File: config.mk
export PLATFORM = sky130hd
export DESIGN_NAME = div_sequencer
export DESIGN_NICKNAME = d
export VERILOG_FILES = /design/src/rtl/riscv_pkg.sv /design/src/rtl/div_sequencer_step.sv /design/src/rtl/div_sequencer.sv
export SDC_FILE = /design/constraint.sdc
export NUM_CORES = 1
export LEC_CHECK = 0
export ABC_CLOCK_PERIOD_IN_PS = 4350
export BUFFER_PORTS_ARGS = -buffer_cell sky130_fd_sc_hd__buf_2
export CELL_PAD_IN_SITES_DETAIL_PLACEMENT = 0
export CELL_PAD_IN_SITES_GLOBAL_PLACEMENT = 1
export CORE_MARGIN = 8
export CORE_UTILIZATION = 46
export DETAILED_ROUTE_END_ITERATION = 7
export PLACE_DENSITY_LB_ADDON = 0.1
export SYNTH_ARGS = -nofsm -noshare
export SYNTH_HDL_FRONTEND = slang
export SYNTH_HIERARCHICAL = 1
export SYNTH_SLANG_ARGS = --single-unit
File: constraint.sdc
create_clock -name clk -period 4.35 [get_ports clk]
set_clock_uncertainty 0.1 [all_clocks]
set_input_delay 0.435 -clock clk [delete_from_list [all_inputs] [get_ports clk]]
set_output_delay 0.435 -clock clk [all_outputs]
set_load 0.01 [all_outputs]
File: src/rtl/riscv_pkg.sv
// Shared RV32 definitions used by the iterative divider.
package riscv_pkg;

   localparam int unsigned XLEN  = 32;
   localparam int unsigned CNT_W = $clog2(XLEN);

   typedef enum logic [1:0] {
      DIV  = 2'b00,
      DIVU = 2'b01,
      REM  = 2'b10,
      REMU = 2'b11
   } div_op_e;

   typedef enum logic [1:0] {
      IDLE,
      CALC,
      FIN,
      DONE
   } div_state_e;

endpackage

File: src/rtl/div_sequencer_step.sv
// One restoring-division iteration: shift {rem, quo} left, trial-subtract divisor.
module div_step
   import riscv_pkg::*;
(
   input  logic [XLEN-1:0] rem_i,
   input  logic [XLEN-1:0] quo_i,
   input  logic [XLEN-1:0] dvs_i,
   output logic [XLEN-1:0] rem_o,
   output logic [XLEN-1:0] quo_o
);

   logic [XLEN:0] partial;
   logic [XLEN:0] diff;

   always_comb begin
      partial = {rem_i, quo_i[XLEN-1]};
      // partial < 2*divisor, so a non-negative difference always fits XLEN bits
      diff    = partial - {1'b0, dvs_i};
      if (!diff[XLEN]) begin
         rem_o = diff[XLEN-1:0];
         quo_o = {quo_i[XLEN-2:0], 1'b1};
      end else begin
         rem_o = partial[XLEN-1:0];
         quo_o = {quo_i[XLEN-2:0], 1'b0};
      end
   end

endmodule

File: src/rtl/div_sequencer.sv
// RV32M DIV/DIVU/REM/REMU controller: 32-step restoring divide with sign fix-up,
// divide-by-zero and signed-overflow fast paths, pipeline stall and flush handling.
module div_sequencer
   import riscv_pkg::*;
(
   input  logic            clk,
   input  logic            rst_n,
   input  logic            start_valid,
   output logic            start_ready,
   input  logic [1:0]      op,
   input  logic [XLEN-1:0] dividend,
   input  logic [XLEN-1:0] divisor,
   input  logic            flush,
   output logic            busy,
   output logic            stall,
   output logic            done,
   output logic [XLEN-1:0] result
);

   localparam logic [CNT_W-1:0] CNT_MAX = CNT_W'(XLEN - 1);

   div_state_e       state_q, state_d;
   div_op_e          op_q, op_d;
   logic [XLEN-1:0]  quo_q, quo_d;
   logic [XLEN-1:0]  rem_q, rem_d;
   logic [XLEN-1:0]  dvs_q, dvs_d;
   logic [CNT_W-1:0] cnt_q, cnt_d;
   logic             q_neg_q, q_neg_d;
   logic             r_neg_q, r_neg_d;
   logic [XLEN-1:0]  result_q, result_d;

   logic [XLEN-1:0]  step_rem, step_quo;
   logic             accept, signed_op, div_zero, ovf;
   logic [XLEN-1:0]  dvd_abs, dvs_abs;
   logic [XLEN-1:0]  sel_val;
   logic             sel_neg;

   div_step u_step (
      .rem_i (rem_q),
      .quo_i (quo_q),
      .dvs_i (dvs_q),
      .rem_o (step_rem),
      .quo_o (step_quo)
   );

   assign done        = (state_q == DONE);
   assign busy        = (state_q != IDLE);
   assign start_ready = (state_q == IDLE) & ~done & ~flush;
   assign stall       = start_valid & ~done;
   assign result      = result_q;

   always_comb begin
      state_d  = state_q;
      op_d     = op_q;
      quo_d    = quo_q;
      rem_d    = rem_q;
      dvs_d    = dvs_q;
      cnt_d    = cnt_q;
      q_neg_d  = q_neg_q;
      r_neg_d  = r_neg_q;
      result_d = result_q;

      accept    = start_valid & start_ready;
      signed_op = ~op[0];
      dvd_abs   = (signed_op && dividend[XLEN-1]) ? -dividend : dividend;
      dvs_abs   = (signed_op && divisor[XLEN-1])  ? -divisor  : divisor;
      div_zero  = (divisor == '0);
      ovf       = signed_op && (dividend == {1'b1, {(XLEN-1){1'b0}}}) && (divisor == '1);

      sel_val = (op_q == REM || op_q == REMU) ? rem_q : quo_q;
      sel_neg = (op_q == REM || op_q == REMU) ? r_neg_q : q_neg_q;

      unique case (state_q)
         IDLE: begin
            if (accept) begin
               op_d    = div_op_e'(op);
               quo_d   = dvd_abs;
               dvs_d   = dvs_abs;
               rem_d   = '0;
               cnt_d   = CNT_MAX;
               q_neg_d = signed_op & (dividend[XLEN-1] ^ divisor[XLEN-1]);
               r_neg_d = signed_op & dividend[XLEN-1];
               if (div_zero) begin
                  result_d = op[1] ? dividend : '1;
                  state_d  = DONE;
               end else if (ovf) begin
                  result_d = op[1] ? '0 : dividend;
                  state_d  = DONE;
               end else begin
                  state_d  = CALC;
               end
            end
         end
         CALC: begin
            rem_d = step_rem;
            quo_d = step_quo;
            if (cnt_q == '0) begin
               state_d = FIN;
            end else begin
               cnt_d = cnt_q - 1'b1;
            end
         end
         FIN: begin
            result_d = sel_neg ? -sel_val : sel_val;
            state_d  = DONE;
         end
         DONE: begin
            state_d = IDLE;
         end
         default: state_d = IDLE;
      endcase

      // done in the DONE cycle is driven from state, so flush cannot suppress it
      if (flush) begin
         state_d  = IDLE;
         cnt_d    = '0;
         result_d = result_q;
      end
   end

   always_ff @(posedge clk or negedge rst_n) begin
      if (!rst_n) begin
         state_q  <= IDLE;
         op_q     <= DIV;
         quo_q    <= '0;
         rem_q    <= '0;
         dvs_q    <= '0;
         cnt_q    <= '0;
         q_neg_q  <= 1'b0;
         r_neg_q  <= 1'b0;
         result_q <= '0;
      end else begin
         state_q  <= state_d;
         op_q     <= op_d;
         quo_q    <= quo_d;
         rem_q    <= rem_d;
         dvs_q    <= dvs_d;
         cnt_q    <= cnt_d;
         q_neg_q  <= q_neg_d;
         r_neg_q  <= r_neg_d;
         result_q <= result_d;
      end
   end

endmodule

### Yosys cells after proc, flatten, opt, wreduce, memory -nomap -nowiden

Index checks and enable logic that the tools add are counted.

| word-level totals | value |
|---|---|
| flip-flop bits (word level) | 139 |
| latch bits | 0 |
| memory bits (writable) | 0 |
| ROM bits | 0 |
| input bits | 70 |
| memories kept | 0 |

| cells by class | value |
|---|---|
| add/sub/neg operators | 5 |
| multiply operators | 0 |
| div/mod/pow operators | 0 |
| $lt $le $gt $ge | 0 |
| equality and inequality tests | 12 |
| shifts and indexed selects | 0 |
| multiplexer cells | 27 |
| bitwise gates (word level) | 10 |
| reductions and logical operators | 17 |

Operators by type and width:

| kind | count |
|---|---|
| 32-bit two-way mux | 12 |
| 32-bit case mux with 2 select lines | 3 |
| 32-bit negation | 3 |
| 32-bit == test, second input constant | 2 |
| 33-bit by 32-bit subtractor with 33-bit output | 1 |
| 32-bit logical NOT | 1 |
| 5-bit two-way mux | 3 |
| 3-bit inequality test, second input constant | 4 |
| 2-bit two-way mux | 5 |
| 5-bit case mux with 2 select lines | 1 |
| 2-bit == test, second input constant | 4 |
| 2-bit case mux with 4 select lines | 1 |
| 1-bit AND | 6 |
| 2-bit AND reduction | 3 |
| 2-bit nonzero test | 3 |
| 5-bit logical NOT | 1 |
| 5-bit by 1-bit subtractor with 5-bit output, second input constant | 1 |
| 1-bit logical AND | 4 |
| 4-bit AND reduction | 1 |
| 1-bit inverter | 3 |
| 3-bit AND reduction | 1 |
| 3-bit nonzero test | 1 |
| 2-bit by 1-bit == test with 1-bit output, second input constant | 1 |
| 2-bit logical NOT | 1 |
| other kinds (4) | 5 |

### Depth between registers and ports, before layout

| depth | value |
|---|---|
| depth after elaboration | 8 |
| depth in mapped cells | 14 |
| depth with buffers taken out | 13 |

### Cells and area by module

The synthesis kept the hierarchy.

Modules (own cells, without submodules):

| module | times used | cells an instance | area an instance (sq um) | seq. area each (sq um) |
|---|---|---|---|---|
| div_sequencer | 1 | 990 | 8,753.4 | 3,453.3 |
| div_step | 1 | 391 | 2,686.3 | 0.0 |

### Worst setup path after synthesis

Ideal clock, no wire load.

| path | value |
|---|---|
| path kind | register to register |
| from | register op_q[1] |
| to | register result_q[24] (netlist: result[24]) |
| data arrival time | 3.773 ns |
| setup slack | 0.359 ns |
| stages on the path, launching flop included | 15 |
| period minus slack after synthesis | 3.991 ns |
| cells stage by stage | dfrtp_1 -> buf_2 -> clkbuf_1 -> buf_1 -> buf_1 -> buf_2 -> mux2i_1 -> ha_1 -> nor4bb_1 -> o22ai_1 -> o41ai_1 -> nand2_1 -> xor2_1 -> a211oi_2 -> a21o_1 |

| between the ends | value |
|---|---|
| word-level cells in the longest chain between the ends | 6 |
| elaborated cells on any way between the ends | 8 |
| classes of those cells | 1 x add/sub; 2 x eq/ne; 4 x mux; 1 x reduce/logical |

RTL lines:

| element | RTL line | source |
|---|---|---|
| from (decl) | div_sequencer.sv:23 | `div_op_e op_q, op_d;` |
| from (signal assigned) | div_sequencer.sv:134 | `op_q <= op_d;` |
| 2-bit == test | div_sequencer.sv:70, div_sequencer.sv:71 |  |
| 1-bit logical OR * | div_sequencer.sv:70, div_sequencer.sv:71 |  |
| 32-bit two-way mux | div_sequencer.sv:70 | `sel_val = (op_q == REM \|\| op_q == REMU) ? rem_q : quo_q;` |
| 32-bit negation | div_sequencer.sv:104 | `result_d = sel_neg ? -sel_val : sel_val;` |
| 32-bit two-way mux * | div_sequencer.sv:104 |  |
| 32-bit case mux with 2 select lines * | div_sequencer.sv:73 | `unique case (state_q)` |
| to (signal assigned) | div_sequencer.sv:141 | `result_q <= result_d;` |
| to (decl) | div_sequencer.sv:30 | `logic [XLEN-1:0] result_q, result_d;` |

Every way passes the cells marked *; elsewhere a longest branch is shown, timed or not.
A chain may end at the register's enable or synchronous reset.

### Worst setup path in the final report

| path | value |
|---|---|
| from | register quo_q[31] |
| to | register rem_q[17] |

| between the ends | value |
|---|---|
| word-level cells in the longest chain between the ends | 3 |

RTL lines:

| element | RTL line | source |
|---|---|---|
| from (decl) | div_sequencer.sv:24 | `logic [XLEN-1:0] quo_q, quo_d;` |
| from (signal assigned) | div_sequencer.sv:135 | `quo_q <= quo_d;` |
| 33-bit by 32-bit subtractor with 33-bit output | div_sequencer_step.sv:18 | `diff = partial - {1'b0, dvs_i};` |
| 32-bit two-way mux | div_sequencer_step.sv:19 | `if (!diff[XLEN]) begin` |
| named net step_rem[17] | div_sequencer.sv:32 | `logic [XLEN-1:0] step_rem, step_quo;` |
| 32-bit case mux with 2 select lines | div_sequencer.sv:73 |  |
| to (signal assigned) | div_sequencer.sv:136 | `rem_q <= rem_d;` |
| to (decl) | div_sequencer.sv:25 | `logic [XLEN-1:0] rem_q, rem_d;` |

The timed path passes the listed nets, and every way through them passes these cells.

==> impl_metrics.toml <==
[clocking]
cts_buffer_depth = 2
path_clk_slew_ns = 0.07
cts_tree = "done"
postCtsSetupRepairBufs = 0
htree_levels = 4
numCtsBuffers = 17
postCtsHoldBufs = 0
clk_latency_ns = 0.43
cts_resized = 0
cts_root_buf = "clkbuf_16"
clock-sinks = 138

[finish]
syn_to_final_growth_pct = 9.85
n_fill_cell = 2439
stdcell_count = 1758
multi_input_area_um2 = 7160
antenna_cells = 0
final_nets = 1535
drive_above_1_share_pct = 14.9
ff_latch_area_um2 = 3450

[worst_hold_path]
hp-class = "input port to asynchronous set/reset pin"

[grt]
track_usage_pct = 22.1
grt_util_met2_pct = 35.9
grt_use_met1_pct = 30.2
grt_pass1_wl_um = 54400
grt_overflow_total = 0
grt_pass1_vias = 9954
grt_max_degree = 94
use_met3_pct = 2.61
antenna_found_initial = 0
grt_busiest_layer = "met2"

[timing]
fmax_mhz = 280
relSlewSlack_pct = 35.8
min_period_ns = 3.57
post-route-period-util_pct = 82.1
worstMarginPinSlew_ns = 0.961
finalSetupTns_ns = 0
rsz0062_at_grt = "no"
setup_viol = 0
slew_viol_final = 0
fin_hold_ws_ns = -0.0523
setup_slack_ns = 0.780
finalHoldViolations = 9

[floorplan]
core-area_um2 = 24400
fp.dieArea_um2 = 30200
start_util_pct = 46.9
num_io_pins = 106
die_h_um = 174
die-width_um = 174
rows = 57

[logic_synthesis]
post_synth_num_cell_types = 77
synth.avg_cell_area_um2 = 8.28
synth_top_cell_by_area = "dfrtp_1"
synth_flop_cell = "dfrtp_1"
ys_warn_count = 6
ys_seq_area_share_pct = 30.2
synth_edf_count = 0
synth_area_leaders = "dfrtp_1 30%, o21ai_0 6.2%, a21oi_1 5.1%, nand2_1 4.8%, ha_1 4.7%"
syn_area_um2 = 11400
synth_top_cell_area_share_pct = 30.2
synthCells = 1381
synth_nets = 1495
async_flop_share_pct = 100
ys_seq_elements = 138

[detailed_routing]
wl_per_cell_um = 19.3
vias = 10189
drt_iter0_markers = 755
route.detailed.drc = 0
firstDrtPassIters = 5
ant_nets = 0
viasPerCell = 5.80
wl_um = 33900

[power_and_ir_drop]
power_density_nw_per_um2 = 736
ir_drop_mv = 0.657
p_leak_nw = 5.69

[run_status]
status = "complete, but fails checks"
violations = "hold timing"

[place]
dp_cells = 1726
routabilityCongestion = 0.918
pre_cts_ws_ns = 0.749
port_buffers = 105
dpl.hpwl_um = 25700

[job]
cap_violations = 0

[critical_path]
crit_fanout = 20
cp-start-kind = "register"
crit_required_ns = 4.55
arrival_ns = 3.77
crit_type = "register to register"
reg2regPathDepth = 12
cp-end-kind = "register"
layer usage:
| metal | up-vias | wire [um] |
|---|---|---|
| met5 | - | 0 |
| met4 | 0 | 709 |
| met3 | 44 | 1160 |
| met2 | 216 | 16300 |
| met1 | 4902 | 15700 |
| li1 | 5027 | - |
metrics by stage:
stage / total power [W] / hold WS [ns] / instance area, um2 / utilization [%]
after floorplan: 0.00644 / 0.0394 / 11400 / -
after global placement: 0.00772 / 0.358 / 12000 / 49.2
after detailed placement: 0.00775 / 0.360 / 12000 / 49.2
after CTS: 0.00925 / 0.00904 / 12600 / 51.5
after global routing: 0.0100 / 0.0354 / 12600 / 51.5
final: 0.00925 / -0.0523 / 12600 / 51.5
final timing paths:
path / start / end / slack, ns
min in group clk: flush / cnt_q[3] / 0.24
max in group asynchronous: rst_n / q_neg_q / 3.27
max: quo_q[31] / rem_q[17] / 0.78
max reg2reg: quo_q[31] / rem_q[17] / 0.78
min: rst_n / result[27] / -0.05
min reg2reg: result[8] / result[8] / 0.37
flip-flops by register name (all words and copies together), names as in the netlist, 2 cells and up:
signal	flops
result	32
dvs_q	32
cnt_q	5
rem_q	32
quo_q	32
state_q	2
worst max-delay path: stages (launching register included):
cell,delay (ns)
dfrtp_1,0.35
inv_1,0.05
ha_1,0.22
fa_1,0.40
nand2b_1,0.18
a21oi_1,0.24
o211ai_1,0.18
a21oi_1,0.31
o21a_1,0.26
o211ai_4,0.11
inv_2,0.50
mux2_4,0.35
a22o_1,0.20
placed cells by master, fill, tap and decap left out, drive strengths merged, types with 11 or more instances in the layout:
cell type,instances
nor3,27
nor4,18
inv,67
nand2b,11
xnor2,58
nor2b,11
a22o,31
buf,129
a21oi,120
or4,11
dfrtp,138
nand4,17
clkbuf,19
ha,43
o211ai,13
nand3,17
a21o,32
o31ai,15
mux2i,37
nand2,148
a211oi,17
xor2,53
nor2,84
o21ai,154
or3,11
mux2,29
o21a,14
a31oi,13
area by class of cell:
class                   instances  area share, %
clock buffers                  19           3.44
inverters                      64           1.91
multi-input cells            1071           57.0
repair buffers                129           5.76
well taps                     324           3.23
flip-flops and latches        138           27.5
clock inverters                13           1.15
where the power goes:
group,internal (W),switching [W]
registers,0.00176,0.000514
logic,0.00219,0.00332
clock network,0.000851,0.000625
cell usage after synthesis, drive strengths merged, types with 4 or more instances:
master,count
buf,57
nor3,27
and3,8
o21ai,154
a21oi,120
nand2b,11
o21bai,5
or3,11
a22o,31
nor2,84
dfrtp,138
clkbuf,51
inv,64
o22ai,4
o41ai,10
a211oi,17
and2,7
o31ai,15
xor2,53
ha,43
or4,11
a21o,32
nand3,17
mux2,29
xnor2,58
nand2,148
mux2i,37
a31oi,13
nand4,17
o21a,14
o211ai,13
nor4b,9
a41oi,6
nor4,18
nor2b,11
nor3b,5
logic make-up (layout without fill, tap and decap cells):
logic type	after synthesis	in the layout	share of synthesized area [%]
AO/OA/AOI/OAI	456	456	25.4
AND/OR/NAND/NOR	394	394	17.0
buffers and inverters	172	225	7.36
flip-flops	138	138	30.2
XOR/XNOR	111	111	8.50
multiplexers	66	66	6.72
adder cells (fa/ha/maj)	44	44	4.88
Note: power is estimated with default switching activity, not from simulation.
